===== src/rtl/matrix_scan_sched_pkg.sv =====
// -----------------------------------------------------------------------------
// matrix_scan_sched_pkg
// Shared types, constants and helpers for the scan scheduler.
//   state_e      : scheduler states (IDLE / SHOW / SWEEP)
//   BLANK_NIBBLE : key buffer code for an empty position, also the blank glyph
//   ROW_INIT     : one-hot row strobe at reset and at every frame start
//   CHAR_STRIDE  : character ROM bytes per glyph
//   NUM_DIGITS   : digits held in the key buffer
//   nibble_at()  : extract nibble idx (0 = newest) from the key buffer
//   char_base()  : ROM base address of a nibble's glyph (0 = blank glyph)
// -----------------------------------------------------------------------------
package matrix_scan_sched_pkg;

    typedef enum logic [1:0] {
        IDLE  = 2'd0,
        SHOW  = 2'd1,
        SWEEP = 2'd2
    } state_e;

    localparam logic [3:0] BLANK_NIBBLE = 4'hF;
    localparam logic [7:0] ROW_INIT     = 8'b1000_0000;
    localparam logic [7:0] CHAR_STRIDE  = 8'd8;
    localparam int         NUM_DIGITS   = 6;

    function automatic logic [3:0] nibble_at(input logic [23:0] kc, input logic [2:0] idx);
        logic [23:0] shifted;
        shifted = kc >> {idx, 2'b00};
        return shifted[3:0];
    endfunction

    // Glyph 0 is the blank character, so digit n lives at (n+1)*stride.
    // Anything that is not a decimal digit (including the empty code) is blank.
    function automatic logic [7:0] char_base(input logic [3:0] n);
        if (n > 4'd9) begin
            return 8'd0;
        end
        return ({4'd0, n} + 8'd1) * CHAR_STRIDE;
    endfunction

endpackage


===== src/rtl/matrix_scan_sched_if.sv =====
// -----------------------------------------------------------------------------
// matrix_scan_sched_if
// Bundle between the key buffer / display path and the scan scheduler.
//   key_code   : six BCD nibbles, [3:0] newest, [23:20] oldest, 4'hF empty
//   key_valid  : one-cycle pulse, key_code has just shifted in a new digit
//   sel, digit : digit/keypad select 0..5 and the nibble for that select
//   row        : one-hot matrix row enable
//   rom_addr   : character ROM address (glyph base + row index)
//   frame_done : one-cycle pulse after the tick that completes row index 7
//   busy       : scheduler is not in IDLE
//   dbg_state  : current scheduler state, for observation only
// Handshake: key_valid is a pulse with no back-pressure. The scheduler always
// accepts it; pulses arriving within one frame merge, and the most recent
// key_code seen at the frame start is the one shown.
// master = key buffer side, slave = scheduler.
// -----------------------------------------------------------------------------
interface matrix_scan_sched_if;
    import matrix_scan_sched_pkg::*;

    logic [23:0] key_code;
    logic        key_valid;
    logic [2:0]  sel;
    logic [3:0]  digit;
    logic [7:0]  row;
    logic [7:0]  rom_addr;
    logic        frame_done;
    logic        busy;
    state_e      dbg_state;

    modport master (
        output key_code, key_valid,
        input  sel, digit, row, rom_addr, frame_done, busy, dbg_state
    );

    modport slave (
        input  key_code, key_valid,
        output sel, digit, row, rom_addr, frame_done, busy, dbg_state
    );

endinterface


===== src/rtl/matrix_scan_sched_tick.sv =====
// -----------------------------------------------------------------------------
// scan_tick_gen
// Free-running divider producing a one-clk scan tick enable.
//   clk   : system clock
//   reset : asynchronous, active-low
//   tick  : high for one clk when the counter sits at DIV-1; the counter then
//           wraps to 0, so the first tick after reset is DIV cycles later
// -----------------------------------------------------------------------------
module scan_tick_gen #(
    parameter int DIV = 8192
) (
    input  logic clk,
    input  logic reset,
    output logic tick
);

    localparam int CW = (DIV > 2) ? $clog2(DIV) : 1;
    localparam logic [CW-1:0] CNT_LAST = CW'(DIV - 1);

    logic [CW-1:0] cnt_q;

    assign tick = (cnt_q == CNT_LAST);

    always_ff @(posedge clk or negedge reset) begin
        if (!reset) begin
            cnt_q <= '0;
        end else if (tick) begin
            cnt_q <= '0;
        end else begin
            cnt_q <= cnt_q + 1'b1;
        end
    end

endmodule


===== src/rtl/matrix_scan_sched.sv =====
// -----------------------------------------------------------------------------
// matrix_scan_sched
// Scan scheduler for the keypad/display board: drives the shared digit select,
// the 8x8 matrix row strobe and the character ROM address from one clock, and
// chooses which buffered key digit the matrix shows. Glyph changes are taken
// only at frame starts (row index wrapping 7 -> 0) so characters never tear.
//   clk   : system clock
//   reset : asynchronous, active-low
//   bus   : matrix_scan_sched_if.slave (key buffer in, scan outputs out)
// Parameters:
//   TICK_DIV    : clk cycles per scan tick (>= 2)
//   HOLD_FRAMES : frames each character dwells while idle / sweeping (>= 1)
// Build option:
//   MATRIX_SWEEP_EN : when defined, after HOLD_FRAMES frames without a new key
//                     the matrix sweeps through all six buffered digits,
//                     oldest first, and then returns to the newest digit.
//                     Undefined: the newest digit is shown indefinitely.
// -----------------------------------------------------------------------------
module matrix_scan_sched
    import matrix_scan_sched_pkg::*;
#(
    parameter int TICK_DIV    = 8192,
    parameter int HOLD_FRAMES = 64
) (
    input  logic               clk,
    input  logic               reset,
    matrix_scan_sched_if.slave bus
);

    localparam logic [2:0] SEL_LAST = 3'(NUM_DIGITS - 1);

    logic       tick;
    logic       frame_start;
    logic       take_key;

    logic [2:0] r_q, r_nxt;
    logic [7:0] row_q;
    logic [2:0] sel_q, sel_nxt;
    logic [3:0] digit_q;
    logic [7:0] rom_q;
    logic [7:0] cb_q, cb_nxt;
    logic       fd_q;
    logic       pend_q;

    state_e     state_q, state_d;
    logic       busy_w;
    logic [3:0] show_nib;

`ifdef MATRIX_SWEEP_EN
    localparam int IDLE_W = (HOLD_FRAMES > 1) ? $clog2(HOLD_FRAMES + 1) : 1;
    localparam logic [IDLE_W-1:0] HOLD_LAST = IDLE_W'(HOLD_FRAMES - 1);

    // Frames already completed in the current dwell. Reaching HOLD_FRAMES is
    // acted on immediately, so the stored value never exceeds HOLD_FRAMES-1.
    logic [IDLE_W-1:0] idle_q, idle_d;
    logic [2:0]        k_q, k_d;
`endif

    scan_tick_gen #(
        .DIV (TICK_DIV)
    ) u_tick (
        .clk   (clk),
        .reset (reset),
        .tick  (tick)
    );

    assign frame_start = tick && (r_q == 3'd7);
    // A key_valid coinciding with the frame-start tick counts for that frame.
    assign take_key    = frame_start && (pend_q || bus.key_valid);
    assign r_nxt       = r_q + 3'd1;
    assign sel_nxt     = (sel_q == SEL_LAST) ? 3'd0 : sel_q + 3'd1;

    // ---------------- FSM: state register ----------------
    always_ff @(posedge clk or negedge reset) begin
        if (!reset) begin
            state_q <= IDLE;
`ifdef MATRIX_SWEEP_EN
            idle_q  <= '0;
            k_q     <= '0;
`endif
        end else begin
            state_q <= state_d;
`ifdef MATRIX_SWEEP_EN
            idle_q  <= idle_d;
            k_q     <= k_d;
`endif
        end
    end

    // ---------------- FSM: next state ----------------
    always_comb begin
        state_d = state_q;
`ifdef MATRIX_SWEEP_EN
        idle_d  = idle_q;
        k_d     = k_q;
`endif
        if (take_key) begin
            // New key wins from any state, including an ongoing sweep.
            state_d = SHOW;
`ifdef MATRIX_SWEEP_EN
            idle_d  = '0;
`endif
        end else if (frame_start) begin
            case (state_q)
                IDLE: state_d = IDLE;
                SHOW: begin
`ifdef MATRIX_SWEEP_EN
                    if (idle_q == HOLD_LAST) begin
                        state_d = SWEEP;
                        k_d     = SEL_LAST;
                        idle_d  = '0;
                    end else begin
                        idle_d  = idle_q + 1'b1;
                    end
`else
                    state_d = SHOW;
`endif
                end
`ifdef MATRIX_SWEEP_EN
                SWEEP: begin
                    if (idle_q == HOLD_LAST) begin
                        idle_d = '0;
                        if (k_q == 3'd0) begin
                            state_d = SHOW;
                        end else begin
                            k_d = k_q - 3'd1;
                        end
                    end else begin
                        idle_d = idle_q + 1'b1;
                    end
                end
`endif
                default: state_d = IDLE;
            endcase
        end
    end

    // ---------------- FSM: outputs ----------------
    // show_nib is the glyph for the state being entered; it is only consumed
    // at a frame start, where state_d is the state of the frame beginning.
    always_comb begin
        busy_w   = (state_q != IDLE);
        show_nib = BLANK_NIBBLE;
        case (state_d)
            SHOW:  show_nib = bus.key_code[3:0];
`ifdef MATRIX_SWEEP_EN
            SWEEP: show_nib = nibble_at(bus.key_code, k_d);
`endif
            default: show_nib = BLANK_NIBBLE;
        endcase
        cb_nxt = char_base(show_nib);
    end

    // ---------------- scan datapath ----------------
    always_ff @(posedge clk or negedge reset) begin
        if (!reset) begin
            r_q     <= 3'd0;
            row_q   <= ROW_INIT;
            sel_q   <= 3'd0;
            digit_q <= BLANK_NIBBLE;
            rom_q   <= 8'd0;
            cb_q    <= 8'd0;
            fd_q    <= 1'b0;
            pend_q  <= 1'b0;
        end else begin
            fd_q <= frame_start;
            if (take_key) begin
                pend_q <= 1'b0;
            end else if (bus.key_valid) begin
                pend_q <= 1'b1;
            end
            if (tick) begin
                r_q     <= r_nxt;
                row_q   <= {row_q[0], row_q[7:1]};
                sel_q   <= sel_nxt;
                // sel 5 shows the newest nibble, sel 0 the oldest.
                digit_q <= nibble_at(bus.key_code, SEL_LAST - sel_nxt);
                if (frame_start) begin
                    cb_q  <= cb_nxt;
                    rom_q <= cb_nxt + {5'd0, r_nxt};
                end else begin
                    rom_q <= cb_q + {5'd0, r_nxt};
                end
            end
        end
    end

    assign bus.sel        = sel_q;
    assign bus.digit      = digit_q;
    assign bus.row        = row_q;
    assign bus.rom_addr   = rom_q;
    assign bus.frame_done = fd_q;
    assign bus.busy       = busy_w;
    assign bus.dbg_state  = state_q;

endmodule


===== src/flat_wrapper.sv =====
// flat-port wrapper written by rule: the top's interface ports become plain ports
module matrix_scan_sched_flat import matrix_scan_sched_pkg::*;
#(
    parameter int TICK_DIV    = 8192,
    parameter int HOLD_FRAMES = 64
)
  (clk, reset, bus_key_code, bus_key_valid, bus_sel, bus_digit, bus_row, bus_rom_addr, bus_frame_done, bus_busy, bus_dbg_state);
  matrix_scan_sched_if bus_i ();
  input  logic clk;
  input  logic reset;
  input wire logic [$bits(bus_i.key_code)-1:0] bus_key_code;
  input wire logic [$bits(bus_i.key_valid)-1:0] bus_key_valid;
  output wire logic [$bits(bus_i.sel)-1:0] bus_sel;
  output wire logic [$bits(bus_i.digit)-1:0] bus_digit;
  output wire logic [$bits(bus_i.row)-1:0] bus_row;
  output wire logic [$bits(bus_i.rom_addr)-1:0] bus_rom_addr;
  output wire logic [$bits(bus_i.frame_done)-1:0] bus_frame_done;
  output wire logic [$bits(bus_i.busy)-1:0] bus_busy;
  output wire logic [$bits(bus_i.dbg_state)-1:0] bus_dbg_state;
  assign bus_i.key_code = bus_key_code;
  assign bus_i.key_valid = bus_key_valid;
  assign bus_sel = bus_i.sel;
  assign bus_digit = bus_i.digit;
  assign bus_row = bus_i.row;
  assign bus_rom_addr = bus_i.rom_addr;
  assign bus_frame_done = bus_i.frame_done;
  assign bus_busy = bus_i.busy;
  assign bus_dbg_state = bus_i.dbg_state;
  matrix_scan_sched #(.TICK_DIV(TICK_DIV), .HOLD_FRAMES(HOLD_FRAMES)) u_core (.clk(clk), .reset(reset), .bus(bus_i));
endmodule

===== config.mk =====
export PLATFORM = sky130hd
export DESIGN_NAME = matrix_scan_sched_flat
export DESIGN_NICKNAME = d
export VERILOG_FILES = /design/src/rtl/matrix_scan_sched_pkg.sv /design/src/rtl/matrix_scan_sched_if.sv /design/src/rtl/matrix_scan_sched_tick.sv /design/src/rtl/matrix_scan_sched.sv /design/src/flat_wrapper.sv
export SDC_FILE = /design/constraint.sdc
export NUM_CORES = 1
export LEC_CHECK = 0
export ABC_AREA = 1
export CAP_MARGIN = 30
export CORE_AREA = 2 2 75 77
export CTS_BUF_LIST = sky130_fd_sc_hd__clkbuf_8
export DETAILED_ROUTE_END_ITERATION = 8
export DIE_AREA = 0 0 77 79
export PLACE_DENSITY = 0.76
export SLEW_MARGIN = 10
export SYNTH_ARGS = -nofsm -noshare
export SYNTH_HDL_FRONTEND = slang
export SYNTH_HIERARCHICAL = 1
export SYNTH_SLANG_ARGS = --single-unit

===== constraint.sdc =====
create_clock -name clk -period 2.4 [get_ports clk]
set_clock_uncertainty 0.15 [all_clocks]
set_input_delay 0.48 -clock clk [delete_from_list [all_inputs] [get_ports clk]]
set_output_delay 0.48 -clock clk [all_outputs]
set_load 0.05 [all_outputs]

# After elaboration in Yosys (flattened, before gate mapping)
# Index checks and enable logic that the tools add are counted.
[word_totals] reg_bits=51 latchBits=0 mem_bits_rw=0 romBits=0 output_inout_bits=27 word_cells=42 mem_count=0
[classes] n_addsub=7 n_mul=0 div_mod_pow=0 order_cmp=1 eq_ne=5 n_shift=1 n_mux=12 bitwise_logic=0 reduce_logical=6
[ops] cell="$mux W8" count=3
[ops] cell="$shr A24 B5 Y4" count=1
[ops] cell="$add A8 B3 Y8" count=2
[ops] cell="$add A13 B1 Y13 const B" count=1
[ops] cell="$eq A13 B13 Y1 const B" count=1
[ops] cell="$mux W13" count=1
[ops] cell="$add A3 B1 Y3 const B" count=2
[ops] cell="$eq A3 B3 Y1 const B" count=2
[ops] cell="$add A4 B1 Y5 const B" count=1
[ops] cell="$eq A2 B1 Y1 const B" count=2
[ops] cell="$gt A4 B4 Y1 const B" count=1
[ops] cell="$mux W1" count=4
[ops] cell="$mux W2" count=2
[ops] cell="$mux W4" count=1
[ops] cell="$reduce_bool A2 Y1" count=2
[ops] cell="$mux W3" count=1
[ops] cell="$sub A3 B3 Y3 const A" count=1
[ops] cell="$logic_and A1 B1 Y1" count=2
[ops] cell="$reduce_and A2 Y1" count=1
[ops] cell="$logic_or A1 B1 Y1" count=1

# Depth between registers and ports, before layout
[logic_depth] depth_word=11 mapped_depth=18 ltp_nobuf=18

# By module
# The synthesis kept the hierarchy.
[by_module_without_submodules] mod="matrix_scan_sched" instances=1 cells_each=195 area_each_um2=1657.8 seq_area_each_um2=807.0
[by_module_without_submodules] mod="scan_tick_gen" instances=1 cells_each=83 area_each_um2=721.9 seq_area_each_um2=325.3

# Least setup slack after synthesis
# No wires, ideal clock.
[synth_timing] kind="register to register" start="register u_core.u_tick.cnt_q[0]" end="register u_core.rom_q[5] (netlist: u_core/bus.rom_addr[5])" setup_ns=0.066 t_arrival_ns=2.303 required_time_ns=2.184 slack_ns=-0.119 stages_incl_launch_ff=19 cell_sequence="dfrtp_1 > ha_1 > nand2_2 > nor2_4 > nand4_2 > inv_1 > nand2_2 > o22ai_4 > nand2_1 > inv_1 > ha_1 > nor2_1 > inv_1 > nand3_2 > nand2_1 > nand2_1 > o21ai_2 > nand2_1 > nand2_1"
[synth_between] elab_chain_len=11
[synth_lines] item="from (decl)" line_no="matrix_scan_sched_tick.sv:20" text="logic [CW-1:0] cnt_q;"
[synth_lines] item="from (signal assigned)" line_no="matrix_scan_sched_tick.sv:30" text="cnt_q <= cnt_q + 1'b1;"
[synth_lines] item="$eq A13 B13 Y1 (*)" line_no="matrix_scan_sched_tick.sv:22" text="assign tick = (cnt_q == CNT_LAST);"
[synth_lines] item="named net u_core.tick" line_no="matrix_scan_sched.sv:32" text="logic tick;"
[synth_lines] item="$logic_and A1 B1 Y1" line_no="matrix_scan_sched.sv:67" text="assign frame_start = tick && (r_q == 3'd7);"
[synth_lines] item="$mux W2 / $logic_and A1 B1 Y1 (equally long branches)" line_no="matrix_scan_sched.sv:103, matrix_scan_sched.sv:69"
[synth_lines] item="$mux W2" line_no="matrix_scan_sched.sv:97" text="if (take_key) begin"
[synth_lines] item="$eq A2 B1 Y1" line_no="matrix_scan_sched.sv:144" text="case (state_d)"
[synth_lines] item="$mux W4" line_no="matrix_scan_sched.sv:144"
[synth_lines] item="$gt A4 B4 Y1" line_no="matrix_scan_sched_pkg.sv:34" text="if (n > 4'd9) begin"
[synth_lines] item="$mux W1" line_no="matrix_scan_sched_pkg.sv:34"
[synth_lines] item="$mux W8" line_no="matrix_scan_sched_pkg.sv:37" text="return ({4'd0, n} + 8'd1) * CHAR_STRIDE;"
[synth_lines] item="$add A8 B3 Y8" line_no="matrix_scan_sched.sv:180" text="rom_q <= cb_nxt + {5'd0, r_nxt};"
[synth_lines] item="$mux W8" line_no="matrix_scan_sched.sv:178" text="if (frame_start) begin"
[synth_lines] item="to (signal assigned)" line_no="matrix_scan_sched.sv:180"
[synth_lines] item="to (signal assigned)" line_no="matrix_scan_sched.sv:182" text="rom_q <= cb_q + {5'd0, r_nxt};"
[synth_lines] item="to (decl)" line_no="matrix_scan_sched.sv:40" text="logic [7:0] rom_q;"
# The timed path passes the listed nets; every way through them passes the cells marked *.
# A chain may end at the register's enable or synchronous reset.

# Worst setup path after layout
[layout_timing] start="register u_core.u_tick.cnt_q[1]" end="register u_core.rom_q[5] (netlist: u_core/bus.rom_addr[5])"
# Same word-level chain as after synthesis.

==> run summary <==
status -> complete, no violations
die height -> 79 um
Clk Latency, worst-skew pair -> 0.29 ns
reg2reg start -> u_core/u_tick/cnt_q[1]$_DFF_PN0_
mapped cell area -> 0.00238 mm^2
initial core utilization -> 44.6%
WS Path Type -> reg -> reg
setup TNS -> 0 ns
class of the worst hold path -> in -> async
H-tree levels -> 2
Yosys reg bits -> 45
# rows -> 27
Tcrit/Tclk final -> 99.6%
area delta synth->final -> 35.6%
Rel. slew slack -> 52.2%
Max Cap Viol -> 0
syn avg cell area -> 8.56 um^2
largest fanout on the critical path -> 3
CP startpoint -> u_core/u_tick/cnt_q[1]$_DFF_PN0_
# diodes -> 0
leakage -> 1.62 nW
I/O pin total -> 54
wire per inst -> 12.2 um
CTS tree -> done
Yosys cell types -> 36
CTS Buf Count -> 5
initial antenna violation count -> 0
Post-Layout Cell Count -> 419
via count -> 1971
Power Total -> 0.00133 W
Clk Tree Root Cell -> clkbuf_8
layout cells sized above 1 -> 19.9%
routed wire length -> 5130 um
grt ovf -> 0
Total GRT Usage -> 17.6%
Tmin final -> 2.39 ns
RSZ-0062 raised after global routing -> yes
FMAX -> 0.418 GHz
DR iter-0 viols -> 84
Critical Path AT -> 2.46 ns
final hold slack -> 0.109 ns
via/cell ratio -> 4.70
Hold Buf Count CTS -> 0
final net count -> 379
DIE AREA -> 0.00608 mm^2
core area -> 0.00534 mm^2
pre-CTS setup slack -> -0.0765 ns
Syn Nets -> 311
area leader, netlist -> dfrtp_1
post-synth top area share -> 42.1%
Worst setup EP type -> register
CTS max path bufs -> 2
Post-Place Cells -> 405
peak supply drop -> 0.213 mV
# setup viols final -> 0
Synthesis Warnings -> 6
clock tree sinks -> 45
Die X -> 77 um
Crit path required time -> 2.47 ns
synth top area cells -> dfrtp_1 42%, nand2_1 16%, dfstp_2 5.5%
Gate Count Post-Synth -> 278
Routed Antenna Nets -> 0
vias in the first global route -> 1941
largest net degree at the start of global routing -> 46
Pwr per Cell Area -> 412 mW/mm^2
Final HPWL DP -> 3700 um
worst-margin pin slew -> 0.716 ns
final hold vios -> 0
sequential cell area fraction in the yosys report -> 47.6%
GPL Wtd Cong -> 0.855
first-pass GRT wire length -> 8780 um
I/O Buffers -> 53
Slew Viols, Final -> 0
Setup WS post-layout -> 0.00981 ns
DRC Markers -> 0
Worst-path clk slew -> 0.08 ns
CP startpoint kind -> register
Pre-Repair DR Iteration Count -> 4
## path summary, 6_finish.rpt
kind                                                       to  slack [ns]  depth (start not counted)
max reg2reg                u_core/bus.rom_addr[5]$_DFFE_PN0P_        0.01                         18
max in group asynchronous     u_core/bus.digit[3]$_DFFE_PN1P_        1.60                          2
min reg2reg                        u_core/cb_q[6]$_DFFE_PN0P_        0.32                          2
max                        u_core/bus.rom_addr[5]$_DFFE_PN0P_        0.01                         18
min                          u_core/u_tick/cnt_q[0]$_DFF_PN0_        0.11                          2
min in group clk                   u_core/cb_q[6]$_DFFE_PN0P_        0.32                          2
## what timing repair did
item / in CTS / in global routing
gates cloned: 0 / 0
pin swaps: 3 / 13
endpoints found under the setup margin: 3 / 8
buffers inserted: 1 / 5
resized for setup: 1 / 12
## worst max-delay path: stages (launching register included)
cell	delay, ns
dfrtp_1	0.41
ha_4	0.16
nand2_2	0.06
nor2_4	0.14
nand4_4	0.10
inv_2	0.09
nand2_4	0.06
o22ai_4	0.19
nand2_2	0.11
inv_4	0.09
ha_4	0.13
nor2_2	0.03
inv_1	0.05
nand3_2	0.07
nand2_1	0.10
nand2_2	0.08
o21ai_2	0.16
nand2_1	0.07
nand2_1	0.07
## cell usage in the layout, fill, tap and decap left out, drive strengths merged, types with 11 or more instances in the layout
| master | instances |
|---|---|
| buf | 17 |
| inv | 28 |
| nand2 | 107 |
| clkdlybuf4s50 | 51 |
| o21ai | 22 |
| dfrtp | 40 |
| nand3 | 11 |
| nor2 | 25 |
## through the flow
step | util [%] | cell area [um^2]
after floorplan | - | 2400
after global placement | 56.9 | 3040
after detailed placement | 56.9 | 3040
after CTS | 59.0 | 3150
after global routing | 60.5 | 3230
final | 60.5 | 3230
## state kept, by name (all words and copies together) (netlist names)
signal / count
u_core/u_tick/cnt_q: 13
u_core/bus.row: 8
u_core/bus.rom_addr: 6
u_core/cb_q: 5
u_core/bus.digit: 4
u_core/bus.sel: 3
u_core/bus.dbg_state: 2
u_core/r_q: 2
u_core/bus.frame_done: 1
u_core/pend_q: 1
## report_power, final
| group | switching, W | leakage, nW | internal [W] |
|---|---|---|---|
| registers | 0.00000000000000000000948 | 0.545 | 0.000758 |
| logic | 0.0000453 | 1.03 | 0.0000553 |
| clock network | 0.000240 | 0.0486 | 0.000230 |
## synthesized netlist by cell type (all sizes together)
master / n
nand2: 107
a21oi: 3
nor3: 2
nand3: 11
inv: 27
xnor2: 3
dfstp: 5
dfrtp: 40
xor2: 6
nand4: 3
o21bai: 1
nor2: 25
a31oi: 1
buf: 5
clkbuf: 2
ha: 6
mux2i: 4
o21ai: 22
a21boi: 4
o22ai: 1
## layer usage
metal | global-route usage [%] | vias to the layer above | wire, um
met4 | 5.00 | 0 | 59
met5 | 0 | - | 0
met2 | 28.9 | 45 | 2450
met3 | 4.66 | 7 | 295
met1 | 23.2 | 912 | 2320
li1 | - | 1007 | -
## area by class of cell
| type | count | area, um^2 |
|---|---|---|
| flip-flops and latches | 45 | 1130 |
| repair buffers | 68 | 636 |
| clock inverters | 2 | 11.3 |
| fillers | 467 | 2110 |
| multi-input cells | 199 | 1170 |
| well taps | 72 | 90.1 |
| inverters | 27 | 106 |
| clock buffers | 6 | 82.6 |
## cells by family after synthesis
| family | count (synthesis) | synth area share [%] |
|---|---|---|
| fa+ha+maj | 6 | 3.15 |
| compound gates | 32 | 9.52 |
| xor+xnor | 9 | 3.63 |
| simple gates | 148 | 28.3 |
| mux | 4 | 1.68 |
| buf+inv | 34 | 6.10 |
| flops | 45 | 47.6 |
Note: power is estimated with default switching activity, not from simulation.
